### src/rtl/seq_alu_pkg.sv
// Shared opcodes, FSM state encoding and constants for the sequential ALU.
package seq_alu_pkg;

  localparam logic [3:0] OP_AND  = 4'b0000;
  localparam logic [3:0] OP_OR   = 4'b0001;
  localparam logic [3:0] OP_XOR  = 4'b0010;
  localparam logic [3:0] OP_NOT  = 4'b0011;
  localparam logic [3:0] OP_SLL  = 4'b0100;
  localparam logic [3:0] OP_SLA  = 4'b0101;
  localparam logic [3:0] OP_SRL  = 4'b0110;
  localparam logic [3:0] OP_SRA  = 4'b0111;
  localparam logic [3:0] OP_ADD  = 4'b1000;
  localparam logic [3:0] OP_SUB  = 4'b1001;
  localparam logic [3:0] OP_DIVU = 4'b1010;
  localparam logic [3:0] OP_REMU = 4'b1011;
  localparam logic [3:0] OP_MUL  = 4'b1100;

  // Truncated to WIDTH at the point of use.
  localparam logic [63:0] DIV0_RESULT = '1;

  typedef enum logic [1:0] {
    ST_IDLE = 2'd0,
    ST_BUSY = 2'd1,
    ST_DONE = 2'd2
  } state_e;

endpackage

### src/rtl/seq_alu_divider.sv
// Iterative restoring unsigned divider, one quotient bit per cycle for WIDTH cycles.
// quotient_c/remainder_c show the values after the step taken on the next edge.
module seq_alu_divider
  import seq_alu_pkg::*;
#(
  parameter int unsigned WIDTH = 16
) (
  input  logic             clk,
  input  logic             rst_n,
  input  logic             start,
  input  logic [WIDTH-1:0] dividend,
  input  logic [WIDTH-1:0] divisor,
  output logic             last_c,
  output logic [WIDTH-1:0] quotient_c,
  output logic [WIDTH-1:0] remainder_c
);

  localparam int unsigned CW = $clog2(WIDTH);

  logic             busy;
  logic [CW-1:0]    cnt;
  logic [WIDTH-1:0] rem;
  logic [WIDTH-1:0] quo;
  logic [WIDTH-1:0] dvs;
  logic [WIDTH:0]   shifted;
  logic             fits;

  // One restoring step: bring in the next dividend bit and trial-subtract.
  always_comb begin
    shifted     = {rem, quo[WIDTH-1]};
    fits        = (shifted >= {1'b0, dvs});
    remainder_c = fits ? WIDTH'(shifted - {1'b0, dvs}) : shifted[WIDTH-1:0];
    quotient_c  = {quo[WIDTH-2:0], fits};
    last_c      = busy && (cnt == CW'(WIDTH - 1));
  end

  always_ff @(posedge clk) begin
    if (!rst_n) begin
      busy <= 1'b0;
      cnt  <= '0;
      rem  <= '0;
      quo  <= '0;
      dvs  <= '0;
    end else if (start) begin
      busy <= 1'b1;
      cnt  <= '0;
      rem  <= '0;
      quo  <= dividend;
      dvs  <= divisor;
    end else if (busy) begin
      rem <= remainder_c;
      quo <= quotient_c;
      cnt <= cnt + CW'(1);
      if (last_c) busy <= 1'b0;
    end
  end

endmodule

### src/rtl/seq_alu.sv
// Multi-cycle ALU with valid/ready handshakes, iterative divide and registered flags.
// Optional macro ALU_MUL_EN enables opcode 1100 as a shift-add unsigned multiply.
module seq_alu
  import seq_alu_pkg::*;
#(
  parameter int unsigned WIDTH = 16,
  parameter int unsigned SHW   = $clog2(WIDTH)
) (
  input  logic             clk,
  input  logic             rst_n,
  input  logic             in_valid,
  output logic             in_ready,
  input  logic [3:0]       operation,
  input  logic [WIDTH-1:0] op1,
  input  logic [WIDTH-1:0] op2,
  output logic             out_valid,
  input  logic             out_ready,
  output logic [WIDTH-1:0] result,
  output logic             zero_flag,
  output logic             carry_flag,
  output logic             ovf_flag,
  output logic             error_flag
);

  state_e           state;
  logic [3:0]       op_q;
  logic             accept_c;
  logic [WIDTH-1:0] res_c;
  logic             carry_c;
  logic             ovf_c;
  logic             err_c;
  logic             multi_c;
  logic [WIDTH:0]   sum_c;
  logic [SHW-1:0]   shamt_c;
  logic             big_shift_c;
  logic             div_last_c;
  logic [WIDTH-1:0] quo_c;
  logic [WIDTH-1:0] rem_c;
  logic [WIDTH-1:0] busy_res_c;
  logic             busy_carry_c;

  // Ready in IDLE, or in DONE when the current result is being consumed.
  assign in_ready = (state == ST_IDLE) || ((state == ST_DONE) && out_ready);
  assign accept_c = in_valid && in_ready;

  // Single-cycle datapath; multi_c marks ops that need the iterative engine.
  always_comb begin
    res_c       = '0;
    carry_c     = 1'b0;
    ovf_c       = 1'b0;
    err_c       = 1'b0;
    multi_c     = 1'b0;
    sum_c       = '0;
    shamt_c     = op2[SHW-1:0];
    big_shift_c = |op2[WIDTH-1:SHW];
    case (operation)
      OP_AND: res_c = op1 & op2;
      OP_OR:  res_c = op1 | op2;
      OP_XOR: res_c = op1 ^ op2;
      OP_NOT: res_c = ~op1;
      OP_SLL, OP_SLA: res_c = big_shift_c ? '0 : (op1 << shamt_c);
      OP_SRL: res_c = big_shift_c ? '0 : (op1 >> shamt_c);
      OP_SRA: res_c = big_shift_c ? {WIDTH{op1[WIDTH-1]}}
                                  : $unsigned($signed(op1) >>> shamt_c);
      OP_ADD: begin
        sum_c   = {1'b0, op1} + {1'b0, op2};
        res_c   = sum_c[WIDTH-1:0];
        carry_c = sum_c[WIDTH];
        ovf_c   = (op1[WIDTH-1] == op2[WIDTH-1]) && (sum_c[WIDTH-1] != op1[WIDTH-1]);
      end
      OP_SUB: begin
        sum_c   = {1'b0, op1} - {1'b0, op2};
        res_c   = sum_c[WIDTH-1:0];
        carry_c = sum_c[WIDTH];
        ovf_c   = (op1[WIDTH-1] != op2[WIDTH-1]) && (sum_c[WIDTH-1] != op1[WIDTH-1]);
      end
      OP_DIVU, OP_REMU: begin
        if (op2 == '0) begin
          res_c = WIDTH'(DIV0_RESULT);
          err_c = 1'b1;
        end else begin
          multi_c = 1'b1;
        end
      end
`ifdef ALU_MUL_EN
      OP_MUL: multi_c = 1'b1;
`endif
      default: err_c = 1'b1;
    endcase
  end

  seq_alu_divider #(
    .WIDTH (WIDTH)
  ) u_divider (
    .clk         (clk),
    .rst_n       (rst_n),
    .start       (accept_c && multi_c),
    .dividend    (op1),
    .divisor     (op2),
    .last_c      (div_last_c),
    .quotient_c  (quo_c),
    .remainder_c (rem_c)
  );

`ifdef ALU_MUL_EN
  logic [2*WIDTH-1:0] prod;
  logic [2*WIDTH-1:0] prod_step_c;
  logic [WIDTH-1:0]   mcand;
  logic [WIDTH:0]     psum_c;

  // Shift-add multiply: the low half starts as the multiplier and drains right.
  always_comb begin
    psum_c      = {1'b0, prod[2*WIDTH-1:WIDTH]} + (prod[0] ? {1'b0, mcand} : '0);
    prod_step_c = {psum_c, prod[WIDTH-1:1]};
  end

  always_ff @(posedge clk) begin
    if (!rst_n) begin
      prod  <= '0;
      mcand <= '0;
    end else if (accept_c && (operation == OP_MUL)) begin
      prod  <= {{WIDTH{1'b0}}, op2};
      mcand <= op1;
    end else if (state == ST_BUSY) begin
      prod <= prod_step_c;
    end
  end
`endif

  always_comb begin
    busy_res_c   = quo_c;
    busy_carry_c = 1'b0;
    if (op_q == OP_REMU) busy_res_c = rem_c;
`ifdef ALU_MUL_EN
    if (op_q == OP_MUL) begin
      busy_res_c   = prod_step_c[WIDTH-1:0];
      busy_carry_c = |prod_step_c[2*WIDTH-1:WIDTH];
    end
`endif
  end

  always_ff @(posedge clk) begin
    if (!rst_n) begin
      state      <= ST_IDLE;
      op_q       <= OP_AND;
      out_valid  <= 1'b0;
      result     <= '0;
      zero_flag  <= 1'b0;
      carry_flag <= 1'b0;
      ovf_flag   <= 1'b0;
      error_flag <= 1'b0;
    end else begin
      case (state)
        ST_IDLE, ST_DONE: begin
          if (accept_c) begin
            op_q <= operation;
            if (multi_c) begin
              state     <= ST_BUSY;
              out_valid <= 1'b0;
            end else begin
              state      <= ST_DONE;
              out_valid  <= 1'b1;
              result     <= res_c;
              zero_flag  <= (res_c == '0);
              carry_flag <= carry_c;
              ovf_flag   <= ovf_c;
              error_flag <= err_c;
            end
          end else if ((state == ST_DONE) && out_ready) begin
            state     <= ST_IDLE;
            out_valid <= 1'b0;
          end
        end
        ST_BUSY: begin
          if (div_last_c) begin
            state      <= ST_DONE;
            out_valid  <= 1'b1;
            result     <= busy_res_c;
            zero_flag  <= (busy_res_c == '0);
            carry_flag <= busy_carry_c;
            ovf_flag   <= 1'b0;
            error_flag <= 1'b0;
          end
        end
        default: begin
          state     <= ST_IDLE;
          out_valid <= 1'b0;
        end
      endcase
    end
  end

endmodule

### config.mk
export PLATFORM = sky130hd
export DESIGN_NAME = seq_alu
export DESIGN_NICKNAME = d
export VERILOG_FILES = /design/src/rtl/seq_alu_pkg.sv /design/src/rtl/seq_alu_divider.sv /design/src/rtl/seq_alu.sv
export SDC_FILE = /design/constraint.sdc
export NUM_CORES = 1
export LEC_CHECK = 0
export CORE_ASPECT_RATIO = 1.25
export CORE_MARGIN = 2
export CORE_UTILIZATION = 25
export DETAILED_ROUTE_END_ITERATION = 6
export GPL_ROUTABILITY_DRIVEN = 0
export PLACE_DENSITY_LB_ADDON = 0.08
export SLEW_MARGIN = 20
export SYNTH_ARGS = -nofsm -noshare
export SYNTH_HDL_FRONTEND = slang
export SYNTH_HIERARCHICAL = 1
export SYNTH_SLANG_ARGS = --single-unit
### constraint.sdc
create_clock -name clk -period 10.9 [get_ports clk]
set_clock_uncertainty 0.05 [all_clocks]
set_input_delay 1.09 -clock clk [delete_from_list [all_inputs] [get_ports clk]]
set_output_delay 1.09 -clock clk [all_outputs]
set_load 0.01 [all_outputs]
==> results.cfg, run 1 <==
[critical_path]
crit_arrival_ns = 5.46
cp_data_required_time_ns = 11.12
worst_path_max_delay_cell = o41ai_1
endpoint_kind = flop
path_class = in2reg
path_cells = buf_2 -> buf_4 -> clkinv_1 -> ha_1 -> o21bai_1 -> a221oi_1 -> a2111oi_0 -> o41ai_1 -> a21oi_1 -> xnor2_1 -> a221oi_1 -> nand3b_1 -> o31ai_1
slowest_delay_ns = 0.67
cp_max_fo = 47
critPathBufInv = 3
critical-path-top-cell-by-count = a221oi_1
critical-path-top-delay-family = compound AO/OA/AOI/OAI gates
timing.reg2reg.worst_path_depth = 14
cp_num_cells = 13
setup.worst_path.start_class = primary input
worst-r2r-setup-slack_ns = 6.85

[floorplanning]
die_x_um = 178
area_enclosed_by_the_die_boundary_sq_mm = 0.0396
design.portCount = 62
start_util = 0.254
die-height_um = 222
row_count = 79
placeableCoreArea_sq_mm = 0.0374

[layout]
area.growth.synth_to_final_pct = 11.6
num_antenna_cells = 0
finish.net_count = 1311
fraction_of_layout_cells_with_a_size_suffix_above_1 = 0.105
final_cell_area_sq_mm = 0.0106

[pwr]
total_switching_power_uw = 395
p_int_uw = 628
clockPowerShare = 0.285
power_leakage_uw = 0.00419
power.share.switching = 0.386
pwr-share-seq = 0.299
combinational_power_share = 0.416
ir_drop_worst_vdd_uv = 63.2
powerDensity_mw_per_mm2 = 96.5

[timing]
setup_repair_after_global_routing_missed_its_margin = no
tightestPinTransition_ns = 1.08
finalSetupViolCount = 0
peak_freq_ghz = 0.191
period_minus_slack_ns = 5.24
report.final.slew_viol_count = 0
timing.setup.tns_ns = 0
post-route-period-util = 0.480
hold_viol_final = 0
slew-limit-headroom = 0.276

[synthesis]
ys_async_sr_fraction = 0
synth_enable_flop_cells = 0
yosysWarnings = 6
postSynthRegisterBits = 79
syn_avg_cell_area_sq_um = 7.84
syn-cell-area_sq_mm = 0.00951
ys_types = 88
post-synth-top-area-fraction = 0.166
yosys.area.top_type = dfxtp_1
yosys_most_used_dff = dfxtp_1
gate_count_of_the_mapped_netlist = 1213
sequential_share_of_the_synthesized_area = 0.166
ys_top_cells_by_area = dfxtp_1 (17%), ha_1 (8.8%), mux2i_1 (8.4%), mux4_2 (5.9%), nand2_1 (4.8%)
synthesis.nets = 1323

[clock_network]
cts-resized-gates = 0
tritoncts = done
post_cts_buffers = 0
root_buffer = clkbuf_16
clock_tree.buffer_depth = 2
clkSlewWorstSetupHoldPaths_ns = 0.07
worst_skew_pair.late_latency_ns = 0.36
clock-sinks = 79
post_cts_hold_fix_bufs = 0
tritoncts.num_buffers = 9
cts_max_level = 3

[drt]
totalWireLength_um = 40900
drtAntennaViolNets = 0
drt_first_pass_iters = 5
dr_total_vias = 9115
detail_route.drc_violations = 0
drtIter0Drc = 638
drt-vias-per-instance = 5.39
wl_per_cell_um = 24.2

[placement]
port_buffers = 61
dp_hpwl_um = 31200
placed_cell_area_sq_mm = 0.0103

[run]
timing.max_cap.violations = 0

[hold_path]
worst_hold_path_type = reg2reg
worstHoldPathCells = 2

[run_status]
status = complete, no violations

[global_route]
grt_antenna_before_repair = 0
grt_pass1_wl_um = 60700
grt.overflow.total = 0
grt_use_total = 0.206
grt_start_max_net_pins = 54
first_global_vias = 9169
[registers in the layout, summed over array words and instances, names as in the netlist]
register,flops
u_divider/rem,16
zero_flag,1
u_divider/busy,1
carry_flag,1
out_valid,1
u_divider/quo,16
u_divider/dvs,16
u_divider/cnt,4
op_q,4
error_flag,1
state,1
ovf_flag,1
result,16
[Yosys cell counts, types with 17 or more instances]
cell / number
nand2_1: 122
nor2_1: 92
mux2i_1: 80
dfxtp_1: 79
inv_1: 69
o21ai_0: 68
ha_1: 67
a21oi_1: 63
clkbuf_1: 58
nor2b_1: 35
nand3_1: 28
mux4_2: 25
and2_1: 23
o211ai_1: 21
xnor2_1: 21
buf_2: 18
buf_4: 18
a21boi_0: 17
[power by group through the flow]
| stage | logic [uW] | clock network [uW] | registers [uW] |
|---|---|---|---|
| floorplan | 291 | 0 | 312 |
| global placement | 429 | 0 | 313 |
| detailed placement | 426 | 0 | 313 |
| CTS | 428 | 303 | 306 |
| global route | 460 | 311 | 307 |
| finish | 426 | 291 | 306 |
[per-layer routing]
| layer | wire length (um) | global-route usage | share of wire | vias to the layer above |
|---|---|---|---|---|
| met2 | 20900 | 0.368 | 0.51 | 240 |
| met4 | 1460 | 0.0750 | 0.036 | 0 |
| met3 | 1270 | 0.0216 | 0.031 | 66 |
| met1 | 17300 | 0.253 | 0.42 | 4455 |
| li1 | - | - | - | 4354 |
| met5 | 0 | 0 | 0 | - |
[worst min-delay path, stage by stage, from the launching register on]
cell	delay, ns
dfxtp_1	0.31
nand2_1	0.05
a21boi_0	0.06
[layout make-up]
class,count,area [sq um]
clock buffers,12,236
flip-flops and latches,79,1580
clock inverters,4,31.3
multi-input cells,954,7120
inverters,71,267
repair buffers,86,768
well taps,486,608
fillers,4136,26800
[kinds of logic after synthesis]
| kind of cell | after synthesis | synth area share |
|---|---|---|
| simple gates | 410 | 0.221 |
| buf+inv | 180 | 0.0876 |
| xor+xnor | 27 | 0.0249 |
| fa+ha+maj | 70 | 0.0945 |
| mux | 127 | 0.175 |
| compound gates | 320 | 0.230 |
| flops | 79 | 0.166 |
[cell usage in the layout, fill, tap and decap left out, types with 21 or more instances in the layout]
master / instances
nand3_1: 28
nand2_1: 122
buf_4: 25
nor2_1: 91
mux4_2: 25
dfxtp_1: 78
mux2i_1: 80
o21ai_0: 68
o211ai_1: 21
clkdlybuf4s50_1: 55
xnor2_1: 21
inv_1: 69
a21oi_1: 63
ha_1: 67
nor2b_1: 35
and2_1: 23
[final timing paths]
kind	end	from
worst max-delay path	zero_flag	op2[1]
worst min-delay path	result[9]	result[9]
worst max register to register	zero_flag	u_divider/dvs[1]
worst min register to register	result[9]	result[9]
[per-stage QoR]
stage,worst slack [ns],std cells,total power [uW],utilization,hold slack [ns]
detailed placement,5.28,1676,739,0.277,0.412
CTS,5.63,1692,1040,0.284,0.422
floorplan,6.59,1213,603,-,0.388
global route,5.22,1692,1080,0.284,0.432
finish,5.66,1692,1020,0.284,0.416
global placement,5.30,1676,742,0.277,0.406
Note: power is estimated with default switching activity, not from simulation.
==> inputs of run 2 (changes only) <==
- clock period: 10.9 -> 4.9 ns (I/O delays scaled with it)
==> results.cfg, run 2 (synthesis results as in run 1) <==
[run_status]
status = complete, no violations

[critical_path]
worst-r2r-setup-slack_ns = 0.95
crit-reg2reg-capture = zero_flag
path_cells = clkdlybuf4s50_1 -> inv_1 -> ha_1 -> nor2_1 -> a221oi_1 -> a2111oi_0 -> buf_4 -> o41ai_1 -> a21oi_1 -> xnor2_1 -> a221oi_1 -> nand3b_1 -> o31ai_1
cp_max_fo = 13
crit_arrival_ns = 4.43
critPathBufInv = 3
worst_path_max_delay_cell = clkdlybuf4s50_1
endpoint_kind = flop
critical-path-top-cell-by-count = a221oi_1
slowest_delay_ns = 0.61
critical-path-top-delay-family = compound AO/OA/AOI/OAI gates
regToRegStartpoint = u_divider/dvs[6]
cp_num_cells = 13
cp_data_required_time_ns = 5.13
timing.reg2reg.worst_path_depth = 15
setup.worst_path.start_class = primary input
path_class = in2reg

[placement]
placed_cell_area_sq_mm = 0.0106
pre_cts_ws_ns = 0.319
port_buffers = 61
dp_hpwl_um = 32400

[global_route]
grt_pass1_wl_um = 61200
grt_antenna_before_repair = 0
met1_usage = 0.266
first_global_vias = 9158
grt_use_total = 0.208
met2_usage = 0.348
globalRoute.busiestLayer = met2
grt_start_max_net_pins = 62
grt_use_met3 = 0.0297
grt.overflow.total = 0

[clock_network]
cts-resized-gates = 0
clock_tree.buffer_depth = 2
tritoncts = done
tritoncts.num_buffers = 9
root_buffer = clkbuf_16
worst_skew_pair.late_latency_ns = 0.35
clock-sinks = 79
cts_max_level = 3
clkSlewWorstSetupHoldPaths_ns = 0.07
post_cts_hold_fix_bufs = 0
post_cts_buffers = 0

[pwr]
power.share.switching = 0.359
ir_drop_worst_vdd_uv = 174
pwr-share-seq = 0.277
clockPowerShare = 0.324
power_leakage_uw = 0.00438
total_switching_power_uw = 881
powerDensity_mw_per_mm2 = 224
combinational_power_share = 0.398
p_int_uw = 1570

[floorplanning]
die-height_um = 222
area_enclosed_by_the_die_boundary_sq_mm = 0.0396
start_util = 0.254
design.portCount = 62
row_count = 79
placeableCoreArea_sq_mm = 0.0374
die_x_um = 178

[timing]
post-route-period-util = 0.857
tightestPinTransition_ns = 1.06
slew-limit-headroom = 0.291
setup_repair_after_global_routing_missed_its_margin = no
report.final.slew_viol_count = 0
finalSetupViolCount = 0
timing.setup.tns_ns = 0
period_minus_slack_ns = 4.20
final_setup_margin_ns = 0.698
peak_freq_ghz = 0.238
worst_hold_slack_ns = 0.416
hold_viol_final = 0

[drt]
totalWireLength_um = 41200
drtAntennaViolNets = 0
drt-vias-per-instance = 5.40
detail_route.drc_violations = 0
drt_first_pass_iters = 5
drtIter0Drc = 674
wl_per_cell_um = 24.0
dr_total_vias = 9302

[run]
timing.max_cap.violations = 0

[layout]
layout_commonest_cell = nand2_1
mostFrequentLayoutCells = nand2_1 (122), nor2_1 (91), mux2i_1 (80)
fraction_of_layout_cells_with_a_size_suffix_above_1 = 0.128
finish.net_count = 1341
filler_cell_count = 4124
area.growth.synth_to_final_pct = 15.2
final_cell_area_sq_mm = 0.0110
final_core_utilization = 0.293
num_antenna_cells = 0

[hold_path]
hp-start = op_q[3]
worst_hold_path_type = reg2reg
hold_path_end = op_q[3]
worstHoldPathCells = 2
[run 2: cell types whose count changed in the layout (fill, tap and decap cells not counted), sizes merged]
cell,before,now
clkinvlp,0,1
clkdlybuf4s50,55,56
clkbuf,12,10
clkinv,5,2
inv,70,71
buf,31,60
bufinv,0,3
[run 2: per-layer routing]
layer,share of wire,vias up
met5,0,-
met4,0.040,0
met3,0.042,64
met2,0.48,257
met1,0.44,4566
li1,-,4415
[run 2: tightest hold or removal path, cell delays in order (launching register included)]
cell      delay (ns)
dfxtp_1         0.31
nand2_1         0.05
a21boi_0        0.06
[run 2: final cells by class]
type | instances | area [sq um] | share of cell area
multi-input cells | 954 | 7120 | 0.650
inverters | 71 | 267 | 0.0243
well taps | 486 | 608 | 0.0555
flip-flops and latches | 79 | 1580 | 0.144
repair buffers | 116 | 1040 | 0.0946
clock inverters | 6 | 115 | 0.0105
clock buffers | 10 | 229 | 0.0209
[run 2: power groups by stage]
stage | Combinational [uW] | Sequential, uW | Clock (uW)
final | 977 | 680 | 795
after global placement | 981 | 696 | 0
after CTS | 978 | 681 | 828
after global routing | 1050 | 683 | 850
after detailed placement | 973 | 696 | 0
after floorplan | 647 | 694 | 0
[run 2: worst max path at each step]
stage | start | to
6_report | op2[4] | zero_flag
5_1_grt | op2[4] | zero_flag
4_1_cts | op2[4] | zero_flag
3_5_place_dp | op2[4] | zero_flag
3_3_place_gp | op1[0] | zero_flag
2_1_floorplan | op2[2] | zero_flag
[run 2: metrics by stage]
stage / instances / power [uW]
finish: 1722 / 2450
global route: 1722 / 2590
CTS: 1722 / 2490
detailed placement: 1706 / 1670
global placement: 1706 / 1680
floorplan: 1213 / 1340
==> inputs of run 3 (changes only) <==
- clock period: 4.9 -> 3.7 ns (I/O delays scaled with it)
==> results.cfg, run 3 (synthesis results as in run 1) <==
[critical_path]
endpoint_kind = flop
setup.worst_path.start_class = flop
crit_arrival_ns = 3.85
path_class = reg2reg
cp_data_required_time_ns = 3.93
cp_max_fo = 16

[layout]
layout_commonest_cell = buf_4
filler_cell_count = 4097
area.growth.synth_to_final_pct = 30.5
mostFrequentLayoutCells = buf_4 (230), nand2_1 (122), nor2_1 (91)
finalNonFillerCells = 1905
num_antenna_cells = 0
finish.net_count = 1524
fraction_of_layout_cells_with_a_size_suffix_above_1 = 0.249
final_cell_area_sq_mm = 0.0124
multi_input_comb_area_sq_mm = 0.00717
regArea_sq_mm = 0.00158

[timing]
peak_freq_ghz = 0.276
tightestPinTransition_ns = 0.721
setup_repair_after_global_routing_missed_its_margin = yes
post-route-period-util = 0.978
finalSetupViolCount = 0
period_minus_slack_ns = 3.62
report.final.slew_viol_count = 0
hold_viol_final = 0
slew-limit-headroom = 0.515

[global_route]
grt_antenna_before_repair = 0
grt_pass1_wl_um = 65000
grt_use_total = 0.220
grt.overflow.total = 0
first_global_vias = 10000
grt_start_max_net_pins = 64

[placement]
dp_hpwl_um = 35100
placedCellCount = 1889
port_buffers = 61
placed_cell_area_sq_mm = 0.0120

[clock_network]
clkSlewWorstSetupHoldPaths_ns = 0.08
clock_tree.buffer_depth = 2
root_buffer = clkbuf_16
tritoncts = done
post_cts_buffers = 0
post_cts_hold_fix_bufs = 0
worst_skew_pair.late_latency_ns = 0.36
cts_max_level = 3
clock-sinks = 79
tritoncts.num_buffers = 9

[pwr]
total_switching_power_uw = 1250
clockPowerShare = 0.279
combinational_power_share = 0.454
p_int_uw = 2130
power_leakage_uw = 0.00529
powerDensity_mw_per_mm2 = 272
pwr-share-seq = 0.266
ir_drop_worst_vdd_uv = 240
power.share.switching = 0.370

[floorplanning]
die_x_um = 178
placeableCoreArea_sq_mm = 0.0374
area_enclosed_by_the_die_boundary_sq_mm = 0.0396
design.portCount = 62
start_util = 0.254
row_count = 79
die-height_um = 222

[run]
timing.max_cap.violations = 0

[drt]
drt_first_pass_iters = 5
wl_per_cell_um = 22.8
drtAntennaViolNets = 0
drt-vias-per-instance = 5.20
dr_total_vias = 9898
drtIter0Drc = 710
detail_route.drc_violations = 0
totalWireLength_um = 43500

[run_status]
status = complete, no violations

[hold_path]
worst_hold_path_type = reg2reg
-- run 3: cell count changes in the layout (fill, tap and decap cells not counted), moves of 2 or more --
cell / delta
bufinv_16: -2
a221oi_1: -3
buf_12: +5
a221oi_2: +3
ha_2: +2
ha_1: -2
buf_4: +178
a211oi_1: -2
a211oi_2: +2
-- run 3: power groups by stage --
stage	Combinational, uW	Sequential, uW	Clock (uW)
5_1_grt	1660	903	1010
3_3_place_gp	1520	920	0
3_5_place_dp	1520	920	0
2_1_floorplan	857	919	0
4_1_cts	1530	901	973
6_report	1540	900	944
-- run 3: final timing paths --
check / startpoint / endpoint / slack [ns] / depth (start not counted)
worst max-delay path: u_divider/dvs[3] / zero_flag / 0.08 / 15
worst min-delay path: result[3] / result[3] / 0.41 / 2
worst max register to register: u_divider/dvs[3] / zero_flag / 0.08 / 15
worst min register to register: result[3] / result[3] / 0.41 / 2
-- run 3: layout make-up --
class	count	area share
timing repair buffer	299	0.199
inverter	71	0.0215
sequential	79	0.128
clock inverter	7	0.00625
tap	486	0.0490
clock buffer	9	0.0182
multi-input combinational	954	0.578
-- run 3: what timing repair did --
item / in CTS / in global routing
gates resized for setup: 6 / 12
endpoints found under the setup margin: 3 / 6
pin swaps: 3 / 2
-- run 3: critical path, stage by stage, from the launching register on --
cell and delay [ns]:
dfxtp_1 0.33, inv_1 0.07, ha_1 0.34, a21o_1 0.21, a21oi_2 0.20, a21oi_2 0.10, o41a_1 0.48, buf_12 0.18
mux2_4 0.32, mux2i_1 0.30, nand2_1 0.14, nor4_1 0.29, nand4_1 0.12, o21ai_0 0.17, nand2_1 0.11, o31ai_1 0.11
-- run 3: metrics by stage --
stage	TNS, ns	utilization	hold WS, ns	total power [uW]	setup WS, ns
3_5_place_dp	-2.75	0.322	0.407	2440	-0.579
4_1_cts	0	0.331	0.416	3400	0.0271
6_report	0	0.332	0.410	3380	0.0797
3_3_place_gp	-2.59	0.322	0.407	2450	-0.566
2_1_floorplan	0	-	0.388	1780	0.107
5_1_grt	-0.0645	0.332	0.453	3570	-0.0645
-- run 3: per-layer routing --
layer,vias to the layer above,wire [um],global-route usage
li1,4780,-,-
met1,4781,19200,0.287
met4,0,1390,0.0695
met2,272,21100,0.374
met3,65,1750,0.0285
met5,-,0,0
